File: src/rtl/light_driver_pkg.sv
// ============================================================================
// light_driver_pkg : shared lamp-driver state encoding and default widths
// Rev 1.0
// ============================================================================
`default_nettype none

package light_driver_pkg;

    localparam int DEFAULT_PWM_BITS = 8;

    typedef enum logic [2:0] {
        LD_OFF       = 3'd0,
        LD_FADE_UP   = 3'd1,
        LD_ON        = 3'd2,
        LD_HOLD      = 3'd3,
        LD_FADE_DOWN = 3'd4
    } ld_state_t;

endpackage

`default_nettype wire

File: src/rtl/light_driver_pwm_gen.sv
// ============================================================================
// pwm_gen : free-running counter with registered duty compare against level
// Rev 1.0
// ============================================================================
`default_nettype none

module pwm_gen #(
    parameter int WIDTH = 8
) (
    input  logic             clk,
    input  logic             reset,
    input  logic [WIDTH-1:0] level,
    output logic             pwm_out
);

    logic [WIDTH-1:0] pwm_cnt;

    always_ff @(posedge clk or negedge reset) begin
        if (!reset) begin
            pwm_cnt <= '0;
            pwm_out <= 1'b0;
        end else begin
            pwm_cnt <= pwm_cnt + 1'b1;
            pwm_out <= (pwm_cnt < level);
        end
    end

endmodule

`default_nettype wire

File: src/rtl/light_driver.sv
// ============================================================================
// light_driver : lamp fade-in/fade-out ramp with off-hold and PWM output stage
// Rev 1.0
// ============================================================================
`default_nettype none

module light_driver
    import light_driver_pkg::*;
#(
    parameter int PWM_BITS    = DEFAULT_PWM_BITS,
    parameter int STEP_CYCLES = 4,
    parameter int OFF_HOLD    = 16
) (
    input  logic                clk,
    input  logic                reset,
    input  logic                int_light,
    input  logic                manual,
    input  logic                manual_on,
    output logic                pwm_out,
    output logic [PWM_BITS-1:0] level,
    output logic                busy,
    output logic                lamp_on
);

    localparam int SW = (STEP_CYCLES > 1) ? $clog2(STEP_CYCLES) : 1;
    localparam int HW = (OFF_HOLD > 1) ? $clog2(OFF_HOLD) : 1;
    localparam logic [PWM_BITS-1:0] MAXL      = '1;
    localparam logic [SW-1:0]       STEP_LAST = SW'(STEP_CYCLES - 1);
    localparam logic [HW-1:0]       HOLD_INIT = HW'(OFF_HOLD - 1);

    ld_state_t             state;
    logic [SW-1:0]         step_cnt;
    logic [HW-1:0]         hold_cnt;
    logic                  req;
    logic                  tick;
    logic [PWM_BITS-1:0]   level_up;
    logic [PWM_BITS-1:0]   level_dn;

    assign req  = manual ? manual_on : int_light;
    assign tick = (step_cnt == STEP_LAST);

    // Saturating neighbours keep the ramp from wrapping when a fade is
    // reversed right at an end stop.
    assign level_up = (level == MAXL) ? MAXL : level + 1'b1;
    assign level_dn = (level == '0)   ? '0   : level - 1'b1;

    always_ff @(posedge clk or negedge reset) begin
        if (!reset) begin
            state    <= LD_OFF;
            level    <= '0;
            step_cnt <= '0;
            hold_cnt <= '0;
        end else begin
            case (state)
                LD_OFF: begin
                    if (req) begin
                        state    <= LD_FADE_UP;
                        step_cnt <= '0;
                    end
                end
                LD_FADE_UP: begin
                    if (!req) begin
                        state    <= LD_FADE_DOWN;
                        step_cnt <= '0;
                    end else if (tick) begin
                        level    <= level_up;
                        step_cnt <= '0;
                        if (level_up == MAXL) state <= LD_ON;
                    end else begin
                        step_cnt <= step_cnt + 1'b1;
                    end
                end
                LD_ON: begin
                    if (!req) begin
                        step_cnt <= '0;
                        if (manual) begin
                            state <= LD_FADE_DOWN;
                        end else begin
                            state    <= LD_HOLD;
                            hold_cnt <= HOLD_INIT;
                        end
                    end
                end
                LD_HOLD: begin
                    if (req) begin
                        state <= LD_ON;
                    end else if (hold_cnt == '0) begin
                        state    <= LD_FADE_DOWN;
                        step_cnt <= '0;
                    end else begin
                        hold_cnt <= hold_cnt - 1'b1;
                    end
                end
                LD_FADE_DOWN: begin
                    if (req) begin
                        state    <= LD_FADE_UP;
                        step_cnt <= '0;
                    end else if (tick) begin
                        level    <= level_dn;
                        step_cnt <= '0;
                        if (level_dn == '0) state <= LD_OFF;
                    end else begin
                        step_cnt <= step_cnt + 1'b1;
                    end
                end
                default: begin
                    state    <= LD_OFF;
                    level    <= '0;
                    step_cnt <= '0;
                    hold_cnt <= '0;
                end
            endcase
        end
    end

    assign busy    = (state == LD_FADE_UP) || (state == LD_FADE_DOWN);
    assign lamp_on = (level != '0);

    pwm_gen #(
        .WIDTH (PWM_BITS)
    ) u_pwm_gen (
        .clk     (clk),
        .reset   (reset),
        .level   (level),
        .pwm_out (pwm_out)
    );

endmodule

`default_nettype wire

File: config.mk
export PLATFORM = sky130hd
export DESIGN_NAME = light_driver
export DESIGN_NICKNAME = d
export VERILOG_FILES = /design/src/rtl/light_driver_pkg.sv /design/src/rtl/light_driver_pwm_gen.sv /design/src/rtl/light_driver.sv
export SDC_FILE = /design/constraint.sdc
export NUM_CORES = 1
export LEC_CHECK = 0
export CAP_MARGIN = 20
export CORE_MARGIN = 3
export CORE_UTILIZATION = 40
export DETAILED_ROUTE_END_ITERATION = 8
export DONT_BUFFER_PORTS = 1
export MAX_ROUTING_LAYER = met4
export PLACE_DENSITY_LB_ADDON = 0.25
export SYNTH_ARGS = -nofsm -noshare
export SYNTH_HDL_FRONTEND = slang
export SYNTH_HIERARCHICAL = 1
export SYNTH_SLANG_ARGS = --single-unit
File: constraint.sdc
create_clock -name clk -period 4.35 [get_ports clk]
set_input_delay 0.6525 -clock clk [delete_from_list [all_inputs] [get_ports clk]]
set_output_delay 0.6525 -clock clk [all_outputs]
set_load 0.02 [all_outputs]
==> impl_metrics.toml, run 1 <==
[yosys]
synthesis.area_um2 = 2003
ys_seq_area_frac = 0.3248
yosysTopAreaCellShare = 0.3248
syn_inst = 235
ys_warn_count = 6
synth_edf_count = 0
syn_avg_cell_area_um2 = 8.524
synth_nets = 253
synthFlopType = "dfrtp_1"
synth_async_sr_flop_share = 1.000
synth.area.top_cells = "dfrtp_1 (32%), ha_1 (8.1%), a21oi_1 (4.5%), o21ai_0 (4.0%), nor2_1 (3.9%)"
yosysTopAreaCell = "dfrtp_1"
synth_seq_cells = 26
ys_types = 56

[clocking]
clock_latency_ns = 0.27
cts.repair.resized = 0
clk_root_buffer_cell = "clkbuf_8"
cts_sinks = 26
path_clk_slew_ns = 0.09
cts.htree.levels = 1
postCtsSetupBuffers = 0
cts_max_path_buffers = 2
cts_tree = "yes"
cts_buffers = 3
ctsHoldBuffers = 0

[timing]
drv_slew = 0
fmax_mhz = 341.1
fin_crit_ns = 2.932
worst_pin_slew_ns = 0.7092
grt_setup_unrepaired = "no"
finalHoldViolations = 0
final.period_utilization = 0.6740
maxSlewHeadroom = 0.5272
setup_viol = 0
finalClockSkew_ns = 0.003522
fin_setup_tns_ns = 0

[placed_design]
place_inst = 289
placed_area_um2 = 2026
io_buffers = 0
dpl.hpwl_mm = 3.074
gp_congestion = 0.7954

[cells_and_area]
fin_nets = 245
stdcell_area_um2 = 2081
finish.utilization = 0.4348
filler_cell_count = 489
drive_gt1_frac = 0.07965
n_antenna_cell = 0
multi_input_area_um2 = 1216
seq_area_um2 = 650.6
fin_cells = 293
syn_to_final_growth_pct = 3.873

[global_route]
overflow = 0
grt_pass1_wl_mm = 7.500
grt_max_degree = 27
antenna_found_initial = 0
grt_pass1_vias = 1535
gr-usage-all-layers = 0.1572

[worst_setup_path]
setup.worst_path.class = "reg -> out"
reg2regPathDepth = 7
crit_arrival_ns = 2.28
worstPathRequired_ns = 3.70
critPathLaunchType = "flop"
cp_max_fo = 13
critPathCaptureType = "output port"

[route]
wl_per_cell_um = 14.69
drt-vias-per-instance = 5.648
drt_iter0_markers = 128
drc = 0
vias = 1655
ant_nets = 0
routed_wl_mm = 4.303
firstDrtPassIters = 4

[die]
design.portCount = 16
start_util = 0.4186
die_area_um2 = 5893
die_width_um = 76.77
rows = 25
die_h_um = 76.77
core-area_um2 = 4786

[run]
cap_violations = 0

[power_and_ir_drop]
leakage_nw = 0.9071
ir_worst_vdd_mv = 0.1991
powerDensity_nw_per_um2 = 649.5

[outcome]
status = "finished, final reports clean"

[hold_path]
hp-class = "in -> async"
[final timing paths]
path                                                     start                             end  slack (ns)
worst max-delay path                      level[0]$_DFFE_PN0P_                         lamp_on        1.42
worst min-delay path                                     reset         hold_cnt[2]$_DFFE_PN0P_        0.06
worst max register to register            level[0]$_DFFE_PN0P_            state[0]$_DFFE_PN0P_        1.88
worst min register to register  u_pwm_gen/pwm_cnt[7]$_DFF_PN0_  u_pwm_gen/pwm_cnt[7]$_DFF_PN0_        0.48
max in group asynchronous                                reset            level[1]$_DFFE_PN0P_        4.21
min in group clk                u_pwm_gen/pwm_cnt[7]$_DFF_PN0_  u_pwm_gen/pwm_cnt[7]$_DFF_PN0_        0.48
[stage by stage]
step           power, mW  worst slack (ns)  hold WS [ns]
3_5_place_dp       1.189             1.725        0.3574
3_3_place_gp       1.184             1.769        0.3574
2_1_floorplan      1.066             1.847        0.3569
6_report           1.351             1.418       0.05969
4_1_cts            1.357             1.419       0.05055
5_1_grt            1.484             1.290       0.03669
[Yosys cell counts, types with 4 or more instances]
master and n:
dfrtp_1 26, o21ai_0 16, nand3_1 10, nor2_1 21, xor2_1 4, ha_1 13, nor3_1 6, inv_1 20
nor3b_1 4, mux2i_1 6, nor2b_1 4, clkbuf_1 8, a21o_1 5, nand2_1 10, a21oi_1 18, a211oi_1 5
buf_2 4
[cells by family (layout without fill, tap and decap cells)]
group | count (synthesis) | after routing | synth area share
xor gates and xnor gates | 7 | 7 | 0.03061
muxes | 7 | 7 | 0.03560
adders and majority gates | 13 | 13 | 0.08120
buffers and inverters | 33 | 24 | 0.06808
and+or+nand+nor | 77 | 77 | 0.2118
AOI/OAI and AO/OA | 72 | 72 | 0.2480
DFF | 26 | 26 | 0.3248
[sequential cells by signal (all words and copies together) (netlist names)]
signal / count
hold_cnt: 4
level: 8
state: 3
step_cnt: 2
u_pwm_gen/pwm_cnt: 8
u_pwm_gen/pwm_out: 1
[routing by layer]
| metal | vias to the layer above | track usage | share of wire |
|---|---|---|---|
| li1 | 839 | - | - |
| met1 | 756 | 0.2230 | 0.49 |
| met2 | 50 | 0.2256 | 0.44 |
| met3 | 10 | 0.02230 | 0.043 |
| met4 | 0 | 0.05978 | 0.022 |
| met5 | - | - | 0 |
[layout by cell type (no fill, tap or decap), types with 2 or more instances in the layout]
cell type  synthesis  routed
clkbuf_8           0       4
ha_1              13      13
nor2b_1            4       4
nand3_1           10      10
inv_1             20      20
a221o_1            2       2
mux2i_1            6       6
and4_1             2       2
a221oi_1           2       2
nor3_1             6       6
or3_1              2       2
nor2_1            21      21
a31oi_1            3       3
nand2_1           10      10
o21ai_0           16      16
a211oi_1           5       5
nand4_1            3       3
a21oi_1           18      18
a22o_1             2       2
nor3b_1            4       4
or3b_2             2       2
xnor2_1            3       3
o22ai_1            2       2
o221ai_1           2       2
a21o_1             5       5
o31ai_1            2       2
xor2_1             4       4
or2_2              2       2
dfrtp_1           26      26
[area by class of cell]
type | instances | share of cell area
clock buffers | 4 | 0.02646
multi-input cells | 176 | 0.5845
flip-flops and latches | 26 | 0.3127
inverters | 20 | 0.03608
well taps | 67 | 0.04029
[power breakdown]
part,leakage [nW],switching (mW),internal (mW)
Sequential,0.332,0.201,0.309
Combinational,0.547,0.388,0.294
Clock,0.0288,0.0784,0.0810
[worst max-delay path: stages, from the launching register on]
cell     delay (ns)
dfrtp_1        0.58
inv_1          0.17
ha_1           0.26
or3b_2         0.54
or3_1          0.46
Note: power is estimated with default switching activity, not from simulation.
==> run 2, diff against run 1 <==
==> constraint.sdc (replaced) <==
create_clock -name clk -period 2.85 [get_ports clk]
set_input_delay 0.4275 -clock clk [delete_from_list [all_inputs] [get_ports clk]]
set_output_delay 0.4275 -clock clk [all_outputs]
set_load 0.02 [all_outputs]
==> run 2 against run 1 <==
Against the previous run:
- sequential share of layout area shrank 0.98 points
- die area is the same
- count of clock-buffer cells in the layout is the same
- worst setup slack lost 1.2 ns
- sequential cell count is the same
- combinational power grew 69%
- non-clock buffer count grew 7
- global-route usage grew 1.1 points
- sequential power grew 42%
- clock skew shrank 0.00070 ns
- critical endpoint unchanged
- largest power group unchanged
- highest routed layer unchanged
==> impl_metrics.toml, run 2 (same netlist as run 1, synthesis figures left out) <==
[cells_and_area]
stdcell_area_um2 = 2148
finish.utilization = 0.4489
n_antenna_cell = 0
reg.largest.list = "level: 8 flops, u_pwm_gen/pwm_cnt: 8 flops, hold_cnt: 4 flops"
filler_cell_count = 484
final_common_cell = "dfrtp_1"
drive_gt1_frac = 0.1030
layout_common_cells = "dfrtp_1 (26), nor2_1 (21), inv_1 (20)"
fin_nets = 252
syn_to_final_growth_pct = 7.245

[worst_setup_path]
setup.worst_path.class = "reg -> out"
crit_arrival_ns = 2.20
critPathCaptureType = "output port"
critPathMaxStageDelay_ns = 0.54
cp_top_family = "simple AND/OR/NAND/NOR gates"
critPathLaunchType = "flop"
cp_max_fo = 8
crit_slowest_cell = "or3b_2"
crit_chain = "inv_1, ha_1, or3b_2, or3_1"
worstPathRequired_ns = 2.42
path_buf_inv = 1

[global_route]
grt_pass1_wl_mm = 7.866
gr-usage-all-layers = 0.1680
antenna_found_initial = 0
overflow = 0
grt_pass1_vias = 1597
grt_max_degree = 27

[timing]
maxSlewHeadroom = 0.5306
worst_pin_slew_ns = 0.7041
drv_slew = 0
finalClockSkew_ns = 0.002827
setup_viol = 0
finalHoldViolations = 0
final.period_utilization = 0.9235
fin_crit_ns = 2.632
fin_setup_tns_ns = 0
grt_setup_unrepaired = "no"
fmax_mhz = 379.9

[route]
ant_nets = 0
firstDrtPassIters = 4
vias = 1685
drt-vias-per-instance = 5.617
drt_iter0_markers = 121
drc = 0
wl_per_cell_um = 14.69
routed_wl_mm = 4.408

[run]
cap_violations = 0

[power_and_ir_drop]
powerDensity_nw_per_um2 = 986.9
power_switching_share = 0.4897
ir_worst_vdd_mv = 0.3617
leakage_nw = 0.9468
p_sw_mw = 1.038
cell_internal_pwr_mw = 1.082
p_clk_frac = 0.114
p_seq_frac = 0.341
combPwrFrac = 0.544

[placed_design]
dpl.hpwl_mm = 3.242
placed_area_um2 = 2063
gp_congestion = 0.8663
io_buffers = 0

[clocking]
ctsHoldBuffers = 2
cts_max_path_buffers = 2
clk_root_buffer_cell = "clkbuf_8"
cts_tree = "yes"
clock_latency_ns = 0.27
cts_sinks = 26
cts.htree.levels = 1
cts_buffers = 3
cts.repair.resized = 0
path_clk_slew_ns = 0.09
postCtsSetupBuffers = 0

[outcome]
status = "finished, final reports clean"

[die]
die_area_um2 = 5893
rows = 25
design.portCount = 16
core-area_um2 = 4786
die_width_um = 76.77
die_h_um = 76.77
start_util = 0.4186

[hold_path]
hp-class = "in -> reg"
[run 2: changes by cell type in the layout (fill, tap and decap cells not counted)]
| cell | delta |
|---|---|
| buf_12 | +1 |
| dlygate4sd3_1 | +1 |
| buf_4 | +5 |
[run 2: worst min-delay path: cells and delay by family]
kind	cells	cell delay, ns
AOI/OAI and AO/OA	2	0.23
and+or+nand+nor	1	0.02
[run 2: path summary, 6_finish.rpt]
path / startpoint / endpoint / slack, ns / cells after the start
hold / removal: manual / state[1]$_DFFE_PN0P_ / 0.44 / 3
hold reg to reg: u_pwm_gen/pwm_cnt[7]$_DFF_PN0_ / u_pwm_gen/pwm_cnt[7]$_DFF_PN0_ / 0.48 / 1
min in group asynchronous: reset / hold_cnt[2]$_DFFE_PN0P_ / 0.58 / 2
max in group asynchronous: reset / level[0]$_DFFE_PN0P_ / 2.12 / 2
setup / recovery: level[1]$_DFFE_PN0P_ / lamp_on / 0.22 / 4
setup reg to reg: level[1]$_DFFE_PN0P_ / level[3]$_DFFE_PN0P_ / 0.49 / 7
[run 2: per-layer routing]
metal	share of wire	vias up	GRT usage
li1	-	851	-
met1	0.49	797	0.2339
met2	0.46	33	0.2500
met3	0.036	4	0.02230
met4	0.012	0	0.05978
met5	0	-	-
[run 2: final cells by class]
type | instances | area (µm²) | area share
repair buffers | 7 | 67.56 | 0.03145
flip-flops and latches | 26 | 650.6 | 0.3029
well taps | 67 | 83.83 | 0.03902
clock buffers | 4 | 55.05 | 0.02563
inverters | 20 | 75.07 | 0.03494
multi-input cells | 176 | 1216 | 0.5661
[run 2: metrics by stage]
stage,power [mW],worst slack [ns],hold WS [ns],cells
global route,2.340,0.09884,0.4638,300
finish,2.120,0.2179,0.4369,300
global placement,1.868,0.5493,0.1325,294
CTS,2.136,0.2000,0.4256,300
detailed placement,1.867,0.5110,0.1325,294
floorplan,1.627,0.5718,0.1319,235
[run 2: power groups by stage]
stage,clock network (mW),registers (mW),logic [mW]
CTS,0.256,0.722,1.16
floorplan,0,0.625,1.00
global placement,0,0.729,1.14
detailed placement,0,0.729,1.14
finish,0.243,0.723,1.15
global route,0.268,0.754,1.32
==> run 3, diff against run 2 <==
--- a/config.mk
+++ b/config.mk
@@ -5,8 +5,7 @@
 export SDC_FILE = /design/constraint.sdc
 export NUM_CORES = 1
 export LEC_CHECK = 0
-export CAP_MARGIN = 20
-export CORE_MARGIN = 3
+export CAP_MARGIN = 5
 export CORE_UTILIZATION = 40
 export DETAILED_ROUTE_END_ITERATION = 8
 export DONT_BUFFER_PORTS = 1
==> run 3 against run 2 <==
Against the previous run:
- design area decreased by 0.29%
- critical path type unchanged
- maximum frequency increased by 1.3%
- utilization decreased by 0.13 points
==> impl_metrics.toml, run 3 (same netlist as run 1, synthesis figures left out) <==
[outcome]
status = "finished, final reports clean"

[die]
design.portCount = 16
start_util = 0.4186
rows = 25
die_h_um = 72.77
die_area_um2 = 5295
die_width_um = 72.77
core-area_um2 = 4786

[timing]
maxSlewHeadroom = 0.5694
worst_pin_slew_ns = 0.6429
fin_setup_tns_ns = 0
drv_slew = 0
grt_setup_unrepaired = "no"
setup_viol = 0
fin_crit_ns = 2.599
finalHoldViolations = 0
fmax_mhz = 384.8
finalClockSkew_ns = 0.006643
final.period_utilization = 0.9119

[route]
drt-vias-per-instance = 5.757
ant_nets = 0
routed_wl_mm = 4.383
vias = 1727
firstDrtPassIters = 6
drc = 0
wl_per_cell_um = 14.61
drt_iter0_markers = 75

[placed_design]
dpl.hpwl_mm = 3.216
placed_area_um2 = 2071
gp_congestion = 0.8289
io_buffers = 0

[cells_and_area]
filler_cell_count = 470
drive_gt1_frac = 0.1030
stdcell_area_um2 = 2142
layout_common_cells = "dfrtp_1 (26), nor2_1 (21), inv_1 (20)"
reg.largest.list = "level: 8 flops, u_pwm_gen/pwm_cnt: 8 flops, hold_cnt: 4 flops"
syn_to_final_growth_pct = 6.933
fin_nets = 253
final_common_cell = "dfrtp_1"
n_antenna_cell = 0

[global_route]
grt_pass1_vias = 1609
grt_max_degree = 27
overflow = 0
gr-usage-all-layers = 0.1900
antenna_found_initial = 0
grt_pass1_wl_mm = 7.707

[worst_setup_path]
crit_arrival_ns = 2.17
critPathCaptureType = "output port"
critPathLaunchType = "flop"
cp_max_fo = 8
worstPathRequired_ns = 2.42
setup.worst_path.class = "reg -> out"

[power_and_ir_drop]
ir_worst_vdd_mv = 0.3221
leakage_nw = 0.9451
powerDensity_nw_per_um2 = 982.4

[clocking]
cts.repair.resized = 0
clock_latency_ns = 0.27
cts.htree.levels = 1
cts_sinks = 26
cts_tree = "yes"
cts_max_path_buffers = 2
path_clk_slew_ns = 0.09
cts_buffers = 3
clk_root_buffer_cell = "clkbuf_8"

[run]
cap_violations = 0

[hold_path]
hp-class = "in -> reg"
[run 3: changes by cell type in the layout (fill, tap and decap cells not counted), sizes merged]
cell	before	now
buf	6	7
clkbuf	4	3
[run 3: area by class of cell]
type / count / area, µm² / share of cell area
Tap cell: 67 / 83.83 / 0.03914
Timing Repair Buffer: 8 / 75.07 / 0.03505
Sequential cell: 26 / 650.6 / 0.3037
Inverter: 20 / 75.07 / 0.03505
Multi-Input combinational cell: 176 / 1216 / 0.5678
Clock buffer: 3 / 41.29 / 0.01928
[run 3: worst paths after layout]
path                                                startpoint                              to  slack [ns]  cells past startpoint
worst max-delay path                      level[1]$_DFFE_PN0P_                         lamp_on        0.25                      4
worst min-delay path                                 int_light            state[2]$_DFFE_PN0P_        0.48                      2
worst max register to register            level[1]$_DFFE_PN0P_            level[3]$_DFFE_PN0P_        0.51                      7
worst min register to register  u_pwm_gen/pwm_cnt[7]$_DFF_PN0_  u_pwm_gen/pwm_cnt[7]$_DFF_PN0_        0.49                      1
max in group asynchronous                                reset  u_pwm_gen/pwm_cnt[7]$_DFF_PN0_        2.12                      2
min in group asynchronous                                reset  u_pwm_gen/pwm_cnt[0]$_DFF_PN0_        0.58                      2
[run 3: what timing repair did]
action / 4_1_cts / 5_1_grt
setup buffers: 0 / 0
hold buffers: 2 / 0
endpoints found under the hold margin: 26 / 0
[run 3: report_power, final]
| part | switching, mW | internal [mW] |
|---|---|---|
| clock network | 0.117 | 0.0949 |
| logic | 0.713 | 0.493 |
| registers | 0.214 | 0.473 |
| total | 1.04 | 1.06 |
[run 3: worst max-delay path: stages, from the launching register on]
cell	delay, ns
dfrtp_1	0.53
inv_1	0.12
ha_1	0.26
or3b_2	0.53
or3_1	0.45
[run 3: through the flow]
stage / hold slack (ns) / std cells / power [mW] / setup WS (ns) / util
6_report: 0.4813 / 300 / 2.104 / 0.2511 / 0.4476
2_1_floorplan: 0.1319 / 235 / 1.627 / 0.5718 / -
3_3_place_gp: 0.1327 / 295 / 1.872 / 0.5406 / 0.4327
4_1_cts: 0.4639 / 300 / 2.115 / 0.2362 / 0.4476
5_1_grt: 0.4873 / 300 / 2.303 / 0.1292 / 0.4476
3_5_place_dp: 0.1325 / 295 / 1.880 / 0.5066 / 0.4327
[run 3: layer usage]
metal / global-route usage / part of all wire
met1: 0.2652 / 0.49
met2: 0.2897 / 0.45
met3: 0.01934 / 0.047
met4: 0.06100 / 0.011
met5: - / 0
